**config.mk**
```make
export PLATFORM = sky130hd
export DESIGN_NAME = regfile_scoreboard_flat
export DESIGN_NICKNAME = d
export VERILOG_FILES = /design/src/rtl/regfile_scoreboard_if.sv /design/src/rtl/regfile_scoreboard.sv /design/src/flat_wrapper.sv
export SDC_FILE = /design/constraint.sdc
export NUM_CORES = 2
export LEC_CHECK = 0
export CORE_MARGIN = 2
export CORE_UTILIZATION = 45
export CTS_CLUSTER_SIZE = 30
export DETAILED_ROUTE_END_ITERATION = 16
export GPL_TIMING_DRIVEN = 0
export PLACE_DENSITY = 0.68
export SETUP_SLACK_MARGIN = 0.05
export SLEW_MARGIN = 20
export SYNTH_ARGS = -nofsm -noshare
export SYNTH_HDL_FRONTEND = slang
export SYNTH_SLANG_ARGS = --single-unit
```
**constraint.sdc**
```tcl
create_clock -name clk -period 3.9 [get_ports clk]
set_clock_uncertainty 0.2 [all_clocks]
set_input_delay 0.39 -clock clk [delete_from_list [all_inputs] [get_ports clk]]
set_output_delay 0.39 -clock clk [all_outputs]
set_load 0.01 [all_outputs]
```
**src/rtl/regfile_scoreboard_if.sv**
```systemverilog
// Decode/writeback bundle for the register file: read ports, writeback, issue and flush.
// Master is the pipeline side; slave is the register file.
interface regfile_scoreboard_if #(
   parameter int DATA_W = 32,
   parameter int ADDR_W = 5
);
   logic [ADDR_W-1:0] readAddr1;
   logic [ADDR_W-1:0] readAddr2;
   logic [DATA_W-1:0] readData1;
   logic [DATA_W-1:0] readData2;
   logic              readBusy1;
   logic              readBusy2;
   logic              writeEnable;
   logic [ADDR_W-1:0] writeAddr;
   logic [DATA_W-1:0] writeData;
   logic              issueEnable;
   logic [ADDR_W-1:0] issueAddr;
   logic              flush;

   modport master (
      output readAddr1, readAddr2, writeEnable, writeAddr, writeData,
             issueEnable, issueAddr, flush,
      input  readData1, readData2, readBusy1, readBusy2
   );

   modport slave (
      input  readAddr1, readAddr2, writeEnable, writeAddr, writeData,
             issueEnable, issueAddr, flush,
      output readData1, readData2, readBusy1, readBusy2
   );
endinterface

```
**src/rtl/regfile_scoreboard.sv**
```systemverilog
// Register file with per-register busy scoreboard and write-to-read bypass; reads are combinational (0 cycles).
// No backpressure: every write, issue and flush is accepted at the rising edge.
module regfile_scoreboard #(
   parameter int DATA_W   = 32,
   parameter int ADDR_W   = 5,
   parameter bit ZERO_REG = 1'b1,
   parameter bit BYPASS   = 1'b1
) (
   input logic               clk,
   input logic               rst,
   regfile_scoreboard_if.slave bus
);
   localparam int DEPTH = 1 << ADDR_W;

   logic [DATA_W-1:0] regs [DEPTH];
   logic [DEPTH-1:0]  busy;
   logic [DEPTH-1:0]  busyNext;

   logic writeOk, issueOk;
   logic zero1, zero2, fwd1, fwd2;

   // Register 0 swallows writes and issues when hardwired to zero.
   assign writeOk = bus.writeEnable && !(ZERO_REG && (bus.writeAddr == '0));
   assign issueOk = bus.issueEnable && !(ZERO_REG && (bus.issueAddr == '0));

   assign zero1 = ZERO_REG && (bus.readAddr1 == '0);
   assign zero2 = ZERO_REG && (bus.readAddr2 == '0);
   assign fwd1  = BYPASS && !rst && writeOk && (bus.writeAddr == bus.readAddr1);
   assign fwd2  = BYPASS && !rst && writeOk && (bus.writeAddr == bus.readAddr2);

   // Applied lowest priority first so issue wins over flush, and flush over write.
   always_comb begin
      busyNext = busy;
      if (writeOk) busyNext[bus.writeAddr] = 1'b0;
      if (bus.flush) busyNext = '0;
      if (issueOk) busyNext[bus.issueAddr] = 1'b1;
   end

   always_ff @(posedge clk) begin
      if (rst) begin
         for (int i = 0; i < DEPTH; i++) regs[i] <= '0;
         busy <= '0;
      end else begin
         if (writeOk) regs[bus.writeAddr] <= bus.writeData;
         busy <= busyNext;
      end
   end

   always_comb begin
      bus.readData1 = regs[bus.readAddr1];
      bus.readBusy1 = busy[bus.readAddr1];
      if (zero1) begin
         bus.readData1 = '0;
         bus.readBusy1 = 1'b0;
      end else if (fwd1) begin
         bus.readData1 = bus.writeData;
         bus.readBusy1 = 1'b0;
      end
   end

   always_comb begin
      bus.readData2 = regs[bus.readAddr2];
      bus.readBusy2 = busy[bus.readAddr2];
      if (zero2) begin
         bus.readData2 = '0;
         bus.readBusy2 = 1'b0;
      end else if (fwd2) begin
         bus.readData2 = bus.writeData;
         bus.readBusy2 = 1'b0;
      end
   end
endmodule

```
**src/flat_wrapper.sv**
```systemverilog
// flat-port wrapper written by rule: the top's interface ports become plain ports
module regfile_scoreboard_flat 
#(
   parameter int DATA_W   = 32,
   parameter int ADDR_W   = 5,
   parameter bit ZERO_REG = 1'b1,
   parameter bit BYPASS   = 1'b1
)
  (clk, rst, bus_readAddr1, bus_readAddr2, bus_writeEnable, bus_writeAddr, bus_writeData, bus_issueEnable, bus_issueAddr, bus_flush, bus_readData1, bus_readData2, bus_readBusy1, bus_readBusy2);
  regfile_scoreboard_if #(.DATA_W(DATA_W), .ADDR_W(ADDR_W)) bus_i ();
  input logic clk;
  input logic rst;
  input wire logic [$bits(bus_i.readAddr1)-1:0] bus_readAddr1;
  input wire logic [$bits(bus_i.readAddr2)-1:0] bus_readAddr2;
  input wire logic [$bits(bus_i.writeEnable)-1:0] bus_writeEnable;
  input wire logic [$bits(bus_i.writeAddr)-1:0] bus_writeAddr;
  input wire logic [$bits(bus_i.writeData)-1:0] bus_writeData;
  input wire logic [$bits(bus_i.issueEnable)-1:0] bus_issueEnable;
  input wire logic [$bits(bus_i.issueAddr)-1:0] bus_issueAddr;
  input wire logic [$bits(bus_i.flush)-1:0] bus_flush;
  output wire logic [$bits(bus_i.readData1)-1:0] bus_readData1;
  output wire logic [$bits(bus_i.readData2)-1:0] bus_readData2;
  output wire logic [$bits(bus_i.readBusy1)-1:0] bus_readBusy1;
  output wire logic [$bits(bus_i.readBusy2)-1:0] bus_readBusy2;
  assign bus_i.readAddr1 = bus_readAddr1;
  assign bus_i.readAddr2 = bus_readAddr2;
  assign bus_i.writeEnable = bus_writeEnable;
  assign bus_i.writeAddr = bus_writeAddr;
  assign bus_i.writeData = bus_writeData;
  assign bus_i.issueEnable = bus_issueEnable;
  assign bus_i.issueAddr = bus_issueAddr;
  assign bus_i.flush = bus_flush;
  assign bus_readData1 = bus_i.readData1;
  assign bus_readData2 = bus_i.readData2;
  assign bus_readBusy1 = bus_i.readBusy1;
  assign bus_readBusy2 = bus_i.readBusy2;
  regfile_scoreboard #(.DATA_W(DATA_W), .ADDR_W(ADDR_W), .ZERO_REG(ZERO_REG), .BYPASS(BYPASS)) u_core (.clk(clk), .rst(rst), .bus(bus_i));
endmodule
```
==> flow_summary.toml <==
[outcome]
status = "finished with violations"
failed_checks = "negative setup slack"

[critical_path]
cp-end-kind = "output port"
critPathSlowestCell = "clkdlybuf4s50_1"
cp_max_fo = 10
r2r_setup_slack_ps = 2910
worst_setup_path_start_kind = "input port"
crit_path_start = "bus_readAddr1[0]"
arrival_ps = 3490
slowest_delay_ps = 510
crit_type = "in2out"
critical_path.cell_chain = "buf_6 > buf_4 > buf_6 > nand2_4 > buf_4 > o22ai_2 > o21ai_0 > a22oi_1 > a21oi_2 > clkdlybuf4s50_1"
crit_required_ps = 3310
r2r-start = "u_core.busy[1]"

[logic_synthesis]
synth.yosys.seq_area_share_pct = 54.2
synth.avg_cell_area_um2 = 13.9
synth_cell_types = 68
synth_top_flop_cell = "edfxtp_1"
synth_compound_area_share_pct = 5.52
synth-simple-area-share_pct = 15.1
syn_inst = 4167
synth_edf_count = 1024
muxShareOfSynthArea_pct = 20.8
synth_top_area_share_pct = 53.1
synth_top_family_by_area = "multiplexers"
synth-seq-cells = 1056
yosys_warnings = 0
synth-adder-area-share_pct = 0
synthXorXnorAreaFrac_pct = 0.151
synth_top_cell_by_area = "edfxtp_1"
syn_area_um2 = 57900
async_flop_share_pct = 0
ys_top_cells_by_area = "edfxtp_1 (53%), mux4_2 (14%), and2_1 (11%)"

[grt]
overflow = 0
grt_max_degree = 33
grt_use_total_pct = 40.6
grt_pass1_vias = 42000
grt_pass1_wl_um = 356000
antenna_found_initial = 20

[sta]
finalCritPeriodShare_pct = 105
fmax_mhz = 245
finalSetupTns_ps = -1060
hold_viol = 0
period_needed_ps = 4080
slew_headroom_pct = 20.5
worst_pin_slew_ps = 1190
finalWorstSetupSlack_ps = -181
rsz0062_at_grt = "yes"
setup_viol = 25
finalMaxSlewViolations = 0

[routing]
ant_nets = 0
top_layer = "met5"
post_drt_wl_per_cell_um = 43.6
wl_met1_um = 90100
vias = 44200
met2_length_um = 110000
via_per_inst = 7.11
drc = 0
wirelength_um = 271000
firstDrtPassIters = 9
wl_met3_um = 45300
drtIter0Drc = 9187

[worst_hold_path]
hp-start = "bus_writeEnable"
hp-class = "in2reg"

[job]
cap_viol_max_count = 0

[layout]
drive_gt1_share_pct = 26.6
nFillCells = 10600
fin_area_um2 = 67300
fin_util_pct = 52.7
layout.nets = 4505
seqCellArea_um2 = 31400
syn_to_final_growth_pct = 16.2
stdcell_count = 6217
multi_input_area_um2 = 25500

[placement]
placed_area_um2 = 62000
gp_congestion = 1.09
io_buffers = 114
post-dp-hpwl_um = 192000
dp_cells = 5997

[floorplan]
die_y_um = 363
start_util_pct = 45.3
die_x_um = 363
core-area_um2 = 128000
boundaryPins = 123
fp.dieArea_um2 = 132000
rows = 131

[clocking]
insertion_delay_ps = 770
cts_sinks = 1056
cts_tree = "yes"
clkTransAtPathRegs_ps = 70
cts_buffer_depth = 3
cts_buffers = 113
cts_root_buf = "clkbuf_16"
htree_levels = 3

[pwr]
p_leak_nw = 23.0
powerDensity_nw_per_um2 = 428
ir_worst_vdd_uv = 404
[cell families after synthesis]
group           Yosys count
xor+xnor                 10
simple gates           1522
other cells               1
flops                  1056
buf+inv                 443
compound gates          459
mux                     676
[area by class of cell]
| cell class | count | share of cell area [%] |
|---|---|---|
| plain buffers | 436 | 4.46 |
| inverters | 2 | 0.0112 |
| well taps | 1662 | 3.09 |
| diodes | 14 | 0.0521 |
| flip-flops and latches | 1056 | 46.7 |
| clock buffers | 155 | 4.56 |
| multi-input cells | 2699 | 37.9 |
| repair buffers | 140 | 2.52 |
| clock inverters | 53 | 0.699 |
[worst max-delay path: cells and delay by family]
family	cells	cell delay, ps
compound gates	4	1130
buf+inv	5	1690
simple gates	1	230
[through the flow]
stage	worst slack [ps]	hold WS [ps]	total power, mW
global route	13.4	80.5	29.0
floorplan	748	240	15.7
CTS	51.3	27.7	28.3
detailed placement	-2040	290	17.7
global placement	-2610	286	17.6
finish	-181	46.6	28.8
[what timing repair did]
| action | in CTS | in global routing |
|---|---|---|
| pin swaps | 34 | 21 |
| hold buffers | 0 | 0 |
| buffers inserted | 3 | 0 |
| endpoints found under the setup margin | 66 | 52 |
| resized for setup | 345 | 106 |
[power by group]
group | leakage, nW | internal, mW | switching [mW]
logic | 11.2 | 1.72 | 2.90
registers | 10.0 | 13.1 | 0.329
clock network | 1.73 | 5.84 | 4.91
total | 23.0 | 20.6 | 8.14
[cells in the final DEF (no fill, tap or decap), drive strengths merged, types with 44 or more instances in the layout]
| cell type | synthesis | routed |
|---|---|---|
| a211oi | 75 | 75 |
| a21oi | 44 | 44 |
| and2 | 995 | 995 |
| buf | 168 | 196 |
| clkbuf | 273 | 420 |
| clkdlybuf4s50 | 0 | 99 |
| clkinv | 0 | 44 |
| edfxtp | 1024 | 1024 |
| mux2 | 237 | 237 |
| mux2i | 50 | 50 |
| mux4 | 389 | 389 |
| nand2 | 45 | 45 |
| nor2 | 246 | 246 |
| nor3 | 100 | 100 |
| o21ai | 65 | 65 |
| o22ai | 133 | 133 |
[metal layers]
layer	global-route usage [%]	up-vias
li1	-	16400
met1	49.4	22200
met2	56.4	4544
met3	18.3	1066
met4	30.9	12
met5	0	-
[cell usage after synthesis, types with 5 or more instances]
master     instances
a21oi_1           44
nand2b_1          32
o211ai_1          11
mux4_2           362
clkbuf_1         265
a32o_1            21
o22ai_1          133
xor2_1             6
nor2_1           246
a22oi_1            7
nand3_1            7
o21ai_0           65
mux2i_1           50
buf_4             38
nand2_1           45
buf_2             68
nor3_1            97
or3_1              5
and2_1           995
nor4_1            23
o22a_1            30
nor2b_1           33
nor3b_1            8
buf_6             49
nand3b_1           6
dfxtp_1           32
o21bai_1           7
mux2_2           235
a31oi_1            6
mux4_1            27
a211oi_1          75
edfxtp_1        1024
a2111oi_0         13
buf_12             7
o221ai_1          31
[flip-flops by register name, indices dropped and copies added, names as in the netlist]
signal       cells
u_core.regs   1024
u_core.busy     32
[path summary, 6_finish.rpt]
| path | to | cells after the start |
|---|---|---|
| max reg2reg | u_core.busy[1] | 2 |
| min reg2reg | u_core.busy[21] | 2 |
| max | bus_readData1[25] | 10 |
| min | u_core.busy[21] | 4 |
No activity file was read; power rests on OpenSTA's default activity.
